## src/rtl/z80_bridge_pkg.sv

```systemverilog
// Shared types and constants for the Z80-to-GPU-RAM bus bridge.
package z80_bridge_pkg;

  // Read sequencer states
  typedef enum logic [2:0] {
    StIdle,
    StRdDrain,
    StRdReq,
    StRdWait,
    StRdDrive
  } rd_state_e;

  // I/O port that returns bridge status when the status feature is built in
  localparam logic [7:0] StatusPort  = 8'hF0;
  // Data returned to the Z80 when a GPU read times out
  localparam logic [7:0] TimeoutData = 8'hFF;

endpackage

```

## src/rtl/z80_bridge_wfifo.sv

```systemverilog
// Posted-write FIFO. Pointers carry one extra wrap bit so that full and
// empty can be told apart without a separate counter. Depth is a power of 2.
module z80_bridge_wfifo #(
  parameter int unsigned Width = 28,
  parameter int unsigned Depth = 4
) (
  input  logic             clk_i,
  input  logic             rst_ni,
  input  logic             push_i,
  input  logic [Width-1:0] wdata_i,
  input  logic             pop_i,
  output logic [Width-1:0] rdata_o,
  output logic             full_o,
  output logic             empty_o
);

  localparam int unsigned Aw = $clog2(Depth);

  logic [Aw:0]      wptr_q, rptr_q;
  logic [Width-1:0] mem_q [Depth];

  assign empty_o = (wptr_q == rptr_q);
  assign full_o  = (wptr_q[Aw] != rptr_q[Aw]) && (wptr_q[Aw-1:0] == rptr_q[Aw-1:0]);
  assign rdata_o = mem_q[rptr_q[Aw-1:0]];

  // Pointer update; push when full and pop when empty are dropped
  always_ff @(posedge clk_i or negedge rst_ni) begin
    if (!rst_ni) begin
      wptr_q <= '0;
      rptr_q <= '0;
    end else begin
      if (push_i && !full_o) wptr_q <= wptr_q + (Aw + 1)'(1);
      if (pop_i && !empty_o) rptr_q <= rptr_q + (Aw + 1)'(1);
    end
  end

  // Storage; contents are meaningless after reset since the pointers are cleared
  always_ff @(posedge clk_i) begin
    if (push_i && !full_o) mem_q[wptr_q[Aw-1:0]] <= wdata_i;
  end

endmodule

```

## src/rtl/z80_bus_bridge_v2.sv

```systemverilog
// Z80 bus to GPU RAM bridge with posted writes and stalled, time-limited reads.
// Optional feature macro: Z80_BRIDGE_IO_STATUS_EN (I/O read of the status port).
module z80_bus_bridge_v2
  import z80_bridge_pkg::*;
#(
  parameter int unsigned          ADDR_W       = 22,
  parameter int unsigned          WIN_BITS     = 3,
  parameter logic [WIN_BITS-1:0]  WIN_BASE     = 3'b011,
  parameter int unsigned          GPU_ADDR_W   = 20,
  parameter int unsigned          SYNC_STAGES  = 2,
  parameter int unsigned          DELAY_CYCLES = 2,
  parameter int unsigned          WFIFO_DEPTH  = 4,
  parameter int unsigned          RD_TIMEOUT   = 255
) (
  input  logic                  GPU_CLK,
  input  logic                  reset,
  input  logic                  Z80_CLK,
  input  logic                  Z80_M1n,
  input  logic                  Z80_MREQn,
  input  logic                  Z80_WRn,
  input  logic                  Z80_RDn,
  input  logic                  Z80_IORQn,
  input  logic [ADDR_W-1:0]     Z80_addr,
  input  logic [7:0]            Z80_wData,
  input  logic [7:0]            gpu_rData,
  input  logic                  gpu_rd_rdy,
  output logic                  gpu_wr_ena,
  output logic [GPU_ADDR_W-1:0] gpu_addr,
  output logic [7:0]            gpu_wdata,
  output logic                  gpu_rd_req,
  output logic [7:0]            Z80_rData,
  output logic                  Z80_rData_ena,
  output logic                  Z80_245data_dir,
  output logic                  Z80_245_oe,
  output logic                  Z80_WAITn,
  output logic                  rd_timeout
);

  localparam int unsigned LowW  = ADDR_W - WIN_BITS;
  localparam int unsigned FifoW = GPU_ADDR_W + 8;
  localparam int unsigned DlyW  = $clog2(DELAY_CYCLES + 1);
  localparam int unsigned TmoW  = $clog2(RD_TIMEOUT + 1);
  // Strobe vector order: {clk, m1, mreq, wr, rd, iorq}; strobes idle high
  localparam logic [5:0]  StrbRst = 6'b011111;

  logic [5:0] strb_in, cur, prev_q;
  logic [5:0] sync_q [SYNC_STAGES];

  assign strb_in = {Z80_CLK, Z80_M1n, Z80_MREQn, Z80_WRn, Z80_RDn, Z80_IORQn};
  assign cur     = sync_q[SYNC_STAGES-1];

  // Synchronise Z80 strobes and keep the previous synchronised value for edges
  always_ff @(posedge GPU_CLK or negedge reset) begin
    if (!reset) begin
      for (int unsigned i = 0; i < SYNC_STAGES; i++) sync_q[i] <= StrbRst;
      prev_q <= StrbRst;
    end else begin
      sync_q[0] <= strb_in;
      for (int unsigned i = 1; i < SYNC_STAGES; i++) sync_q[i] <= sync_q[i-1];
      prev_q <= cur;
    end
  end

  logic                  win_hit, mem_cyc, wr_fall, wr_rise, rd_fall, rd_rise, z80clk_rise;
  logic [GPU_ADDR_W-1:0] z80_gaddr;

  assign win_hit     = (Z80_addr[ADDR_W-1 -: WIN_BITS] == WIN_BASE);
  assign mem_cyc     = !cur[3] && cur[4] && win_hit;
  assign wr_fall     = prev_q[2] && !cur[2] && mem_cyc;
  assign wr_rise     = !prev_q[2] && cur[2];
  assign rd_fall     = prev_q[1] && !cur[1] && mem_cyc;
  assign rd_rise     = !prev_q[1] && cur[1];
  assign z80clk_rise = cur[5] && !prev_q[5];
  assign z80_gaddr   = GPU_ADDR_W'(Z80_addr[LowW-1:0]);

`ifdef Z80_BRIDGE_IO_STATUS_EN
  logic io_fall;
  assign io_fall = prev_q[1] && !cur[1] && !cur[0] && cur[4] && (Z80_addr[7:0] == StatusPort);
`endif

  // Bus clock edge and, without the status port, IORQ carry no function here
  logic unused_strb;
  assign unused_strb = ^{z80clk_rise, cur[0], prev_q[0]};

  rd_state_e        state_q;
  logic             fifo_full, fifo_empty, push, pop;
  logic [FifoW-1:0] fifo_rdata, hold_q;
  logic             hold_vld_q, wdly_run_q, wr_stall_q;
  logic [DlyW-1:0]  wdly_q;

  assign push = hold_vld_q && !fifo_full;
  // The GPU port belongs to the read while the request is outstanding
  assign pop  = !fifo_empty && (state_q != StRdReq) && (state_q != StRdWait);

  z80_bridge_wfifo #(
    .Width (FifoW),
    .Depth (WFIFO_DEPTH)
  ) u_wfifo (
    .clk_i   (GPU_CLK),
    .rst_ni  (reset),
    .push_i  (push),
    .wdata_i (hold_q),
    .pop_i   (pop),
    .rdata_o (fifo_rdata),
    .full_o  (fifo_full),
    .empty_o (fifo_empty)
  );

  // Write capture: wait for address/data to settle, hold the sample until the FIFO
  // takes it. Capture is not gated by the read sequencer; an overlapping write is a
  // bus violation that simply backs up behind the stalled read.
  always_ff @(posedge GPU_CLK or negedge reset) begin
    if (!reset) begin
      wdly_q     <= '0;
      wdly_run_q <= 1'b0;
      hold_q     <= '0;
      hold_vld_q <= 1'b0;
      wr_stall_q <= 1'b0;
    end else begin
      if (wr_fall) begin
        wdly_run_q <= 1'b1;
        wdly_q     <= DlyW'(DELAY_CYCLES);
      end else if (wdly_run_q) begin
        if (wdly_q == DlyW'(1)) wdly_run_q <= 1'b0;
        else                    wdly_q     <= wdly_q - DlyW'(1);
      end
      if (wdly_run_q && (wdly_q == DlyW'(1))) begin
        hold_q     <= {z80_gaddr, Z80_wData};
        hold_vld_q <= 1'b1;
      end else if (push) begin
        hold_vld_q <= 1'b0;
      end
      wr_stall_q <= hold_vld_q && fifo_full;
    end
  end

  logic                  gpu_wr_ena_q, gpu_rd_req_q, rdata_ena_q, dir_q, oe_q;
  logic                  rd_waitn_q, rd_tmo_q, wr_act_q;
  logic [GPU_ADDR_W-1:0] gpu_addr_q;
  logic [7:0]            gpu_wdata_q, rdata_q;
  logic [TmoW-1:0]       tmo_cnt_q;

  // Read sequencer, FIFO drain onto the GPU port, and 245/WAITn control
  always_ff @(posedge GPU_CLK or negedge reset) begin
    if (!reset) begin
      state_q      <= StIdle;
      gpu_wr_ena_q <= 1'b0;
      gpu_addr_q   <= '0;
      gpu_wdata_q  <= '0;
      gpu_rd_req_q <= 1'b0;
      rdata_q      <= '0;
      rdata_ena_q  <= 1'b0;
      dir_q        <= 1'b1;
      oe_q         <= 1'b0;
      rd_waitn_q   <= 1'b1;
      rd_tmo_q     <= 1'b0;
      tmo_cnt_q    <= '0;
      wr_act_q     <= 1'b0;
    end else begin
      gpu_wr_ena_q <= pop;
      gpu_rd_req_q <= 1'b0;
      if (pop) begin
        gpu_addr_q  <= fifo_rdata[FifoW-1 -: GPU_ADDR_W];
        gpu_wdata_q <= fifo_rdata[7:0];
      end
      unique case (state_q)
        StIdle: begin
          if (rd_fall) begin
            state_q    <= StRdDrain;
            rd_waitn_q <= 1'b0;
            dir_q      <= 1'b0;
            oe_q       <= 1'b1;
`ifdef Z80_BRIDGE_IO_STATUS_EN
          end else if (io_fall) begin
            state_q     <= StRdDrive;
            rdata_q     <= {rd_tmo_q, fifo_full, fifo_empty, 5'b0};
            rdata_ena_q <= 1'b1;
            dir_q       <= 1'b0;
            oe_q        <= 1'b1;
`endif
          end else if (wr_fall) begin
            oe_q     <= 1'b1;
            wr_act_q <= 1'b1;
          end else if (wr_rise && wr_act_q) begin
            oe_q     <= 1'b0;
            wr_act_q <= 1'b0;
          end
        end
        // Posted writes must reach RAM before the read for ordering
        StRdDrain: begin
          if (fifo_empty) begin
            state_q      <= StRdReq;
            gpu_rd_req_q <= 1'b1;
            gpu_addr_q   <= z80_gaddr;
          end
        end
        StRdReq: begin
          state_q   <= StRdWait;
          tmo_cnt_q <= '0;
        end
        StRdWait: begin
          if (gpu_rd_rdy) begin
            state_q     <= StRdDrive;
            rdata_q     <= gpu_rData;
            rdata_ena_q <= 1'b1;
            rd_waitn_q  <= 1'b1;
          end else if (tmo_cnt_q == TmoW'(RD_TIMEOUT)) begin
            state_q     <= StRdDrive;
            rdata_q     <= TimeoutData;
            rdata_ena_q <= 1'b1;
            rd_waitn_q  <= 1'b1;
            rd_tmo_q    <= 1'b1;
          end else begin
            tmo_cnt_q <= tmo_cnt_q + TmoW'(1);
          end
        end
        StRdDrive: begin
          if (rd_rise) begin
            state_q     <= StIdle;
            rdata_ena_q <= 1'b0;
            oe_q        <= 1'b0;
            dir_q       <= 1'b1;
          end
        end
        default: state_q <= StIdle;
      endcase
    end
  end

  assign gpu_wr_ena      = gpu_wr_ena_q;
  assign gpu_addr        = gpu_addr_q;
  assign gpu_wdata       = gpu_wdata_q;
  assign gpu_rd_req      = gpu_rd_req_q;
  assign Z80_rData       = rdata_q;
  assign Z80_rData_ena   = rdata_ena_q;
  assign Z80_245data_dir = dir_q;
  assign Z80_245_oe      = oe_q;
  assign Z80_WAITn       = rd_waitn_q && !wr_stall_q;
  assign rd_timeout      = rd_tmo_q;

endmodule

```

## config.mk

```make
export PLATFORM = sky130hd
export DESIGN_NAME = z80_bus_bridge_v2
export DESIGN_NICKNAME = d
export VERILOG_FILES = /design/src/rtl/z80_bridge_pkg.sv /design/src/rtl/z80_bridge_wfifo.sv /design/src/rtl/z80_bus_bridge_v2.sv
export SDC_FILE = /design/constraint.sdc
export NUM_CORES = 1
export LEC_CHECK = 0
export ABC_AREA = 1
export CORE_AREA = 2 2 144 160
export DETAILED_ROUTE_END_ITERATION = 6
export DIE_AREA = 0 0 146 162
export GPL_ROUTABILITY_DRIVEN = 0
export PLACE_DENSITY_LB_ADDON = 0.12
export SLEW_MARGIN = 25
export SYNTH_ARGS = -nofsm -noshare
export SYNTH_HDL_FRONTEND = slang
export SYNTH_SLANG_ARGS = --single-unit
```

## constraint.sdc

```tcl
create_clock -name GPU_CLK -period 3.1 [get_ports GPU_CLK]
set_input_delay 0.62 -clock GPU_CLK [delete_from_list [all_inputs] [get_ports GPU_CLK]]
set_output_delay 0.62 -clock GPU_CLK [all_outputs]
set_load 0.02 [all_outputs]
```

==> flow_summary.yaml <==
timing:
  finalCriticalPeriod_ps: 2470
  max_freq_ghz: 0.405
  setup_viol: 0
  hold_violations: 0
  tightestPinTransition_ps: 788
  rsz0062_at_grt: "false"
  slew_headroom_pct: 47.3
  slew_viol_final: 0
  fin_skew_ps: 7.60
  fin_crit_sh_pct: 79.6
  fin_setup_tns_ps: 0
synth:
  synthFlopType: "edfxtp_1"
  synth_area_sq_um: 8640
  synth-async-reset-ratio_pct: 48.8
  ys_warn_count: 0
  synth_seq_cells: 211
  synth.distinct_cells: 32
  synth_edf_count: 108
  seq_area_frac_synth_pct: 67.5
  synthCells: 781
  synth_fp_nets: 835
  avgSynthCellArea_sq_um: 11.1
critical_path:
  cp-start-kind: "register"
  crit_arrival_ps: 2850
  r2r_slack_ps: 630
  worstPathRequired_ps: 3480
  worstReg2RegEnd: "gpu_wdata[0]$_DFFE_PN0P_"
  path_cells: "buf_4, inv_1, nand2_1, nand2_2, nand3_4, nand2_2, inv_2, nand2_1, nand2_1"
  cp-end-kind: "register"
  max_stage_delay_ps: 730
  crit_start: "u_wfifo.rptr_q[1]$_DFFE_PN0P_"
  cpMostUsedCell: "nand2_1"
  cp_slowest_cell: "nand2_2"
  reg2regPathDepth: 9
  critPathKind: "reg2reg"
  r2r_start: "u_wfifo.rptr_q[1]$_DFFE_PN0P_"
  critPathCapture: "gpu_wdata[0]$_DFFE_PN0P_"
  critPathMaxFanout: 32
place:
  dpl.cell_count: 1146
  place_hpwl_mm: 11.0
  port_buffers: 87
clock_tree:
  cts_tree: "built"
  cts-root-buf: "clkbuf_16"
  cts_resized: 0
  cts.sinks: 211
  numCtsBuffers: 23
  clockBufferDepth: 3
  cts_max_level: 1
  clkLatencyLatePin_ps: 500
  post_cts_buffers: 0
  clkTransAtPathRegs_ps: 60
  hold_buffers: 0
power_and_ir_drop:
  share_seq_of_total_power_pct: 39.3
  power.density_nw_per_um2: 929
  power.switching_mw: 3.45
  internal_power_mw: 6.34
  power_leakage_nw: 4.41
  swShare_pct: 35.2
  ir_drop_mv: 0.537
  p_comb_share_pct: 34.3
  clkPwrFrac_pct: 26.4
run_status:
  status: "completed"
drt:
  drc: 0
  via_per_inst: 4.82
  vias: 5719
  detail_route.wl_per_cell_um: 15.6
  drt_wl_total_mm: 18.6
  dr.pass1.iters: 4
  dr.first_iter.drc_count: 291
  antenna_left: 0
global_route:
  overflow: 0
  grt_use_met1_pct: 19.6
  top_usage_layer: "met2"
  track_usage_pct: 16.3
  grt_max_degree: 83
  grt_pass1_wl_mm: 30.6
  antenna_found_initial: 1
  grt_pass1_vias: 5942
  met3_usage_pct: 3.15
  grtUsageMet2_pct: 29.9
die:
  die_w_um: 146
  die_h_um: 162
  start_util_pct: 39.3
  rows: 57
  fp.coreArea_sq_um: 22000
  ios: 90
  die_area_sq_um: 23700
final_layout:
  drive_above_1_share_pct: 12.3
  n_antenna_cell: 0
  area_growth_pct: 22.0
  num-nets-final: 930
  final_cells: 1187
min_path:
  hold_path.class: "in2async"
flow_run:
  drv_cap: 0
## kinds of logic (layout without fill, tap and decap cells)
kind of cell | count (synthesis) | in the layout | share of synthesized area (%)
AOI/OAI and AO/OA | 54 | 54 | 3.29
xor gates and xnor gates | 7 | 7 | 0.710
muxes | 27 | 27 | 3.52
adders and majority gates | 7 | 7 | 1.01
and+or+nand+nor | 387 | 387 | 19.2
DFF | 211 | 211 | 67.5
buffers and inverters | 88 | 199 | 4.69
## synth_stat cells (all sizes together) (7+ instances only)
cell type	instances	area, sq um
inv	54	203
clkbuf	7	26.3
mux2	27	304
nand2	239	922
o22ai	8	50.1
nand4	7	43.8
nand3	88	453
o21ai	40	200
edfxtp	108	3240
nor2	47	194
dfstp	12	315
buf	27	176
dfrtp	91	2280
ha	7	87.6
## routing by layer
metal	share of wire, %	up-vias
li1	-	2794
met3	5.6	31
met1	42	2760
met4	2.3	2
met5	0.065	-
met2	50	132
## sequential cells by signal, indices dropped and copies added (netlist names), 4 cells and up
name           count
u_wfifo.mem_q    108
hold_q            27
gpu_addr          20
Z80_rData          8
gpu_wdata          8
tmo_cnt_q          8
cur                4
sync_q             4
## power by group through the flow
stage	Sequential (mW)	Clock, mW	Combinational (mW)
2_1_floorplan	4.11	0	2.01
3_3_place_gp	3.88	0	3.34
3_5_place_dp	3.90	0	3.42
4_1_cts	3.85	2.65	3.43
5_1_grt	3.92	2.77	3.80
6_report	3.85	2.59	3.36
## per-stage QoR
step | hold WS [ps] | worst slack (ps) | utilization (%) | total power, mW | cell area [sq um]
finish | 9.79 | 632 | 48.0 | 9.79 | 10500
detailed placement | 347 | 575 | 44.7 | 7.32 | 9830
global route | 20.8 | 364 | 48.0 | 10.5 | 10500
floorplan | 324 | 566 | - | 6.13 | 8640
CTS | 4.48 | 562 | 48.0 | 9.94 | 10500
global placement | 346 | 624 | 44.7 | 7.21 | 9830
## critical path: cells and delay by family (launching register included)
| family | cells | cell delay (ps) |
|---|---|---|
| buf+inv | 3 | 580 |
| flops | 1 | 370 |
| simple gates | 6 | 1390 |
## cell usage in the layout, fill, tap and decap left out, drive strengths merged, types with 5 or more instances in the layout
cell / instances
clkdlybuf4s50: 86
nand3: 88
o21ai: 40
mux2: 27
edfxtp: 108
dfstp: 12
a21oi: 5
buf: 18
xor2: 5
nand2: 239
inv: 53
dfrtp: 91
o22ai: 8
clkbuf: 30
ha: 7
nand4: 7
nor2: 47
clkinv: 9
## worst min-delay path by stage
stage,from,to,slack [ps],cells past startpoint
2_1_floorplan,reset,Z80_245_oe$_DFFE_PN0P_,320,0
3_3_place_gp,sync_q[7]$_DFF_PN1_,cur[1]$_DFF_PN1_,350,0
3_5_place_dp,sync_q[9]$_DFF_PN1_,cur[3]$_DFF_PN1_,350,0
4_1_cts,reset,Z80_rData[1]$_DFFE_PN0P_,4,1
5_1_grt,reset,Z80_rData[1]$_DFFE_PN0P_,20,1
6_report,reset,Z80_rData[1]$_DFFE_PN0P_,10,1
## cell type report
class | count | area [sq um]
repair buffers | 104 | 1010
fillers | 2019 | 11400
multi-input cells | 482 | 2410
inverters | 54 | 203
well taps | 295 | 369
clock inverters | 11 | 101
clock buffers | 30 | 612
flip-flops and latches | 211 | 5840
Note: power is estimated with default switching activity, not from simulation.
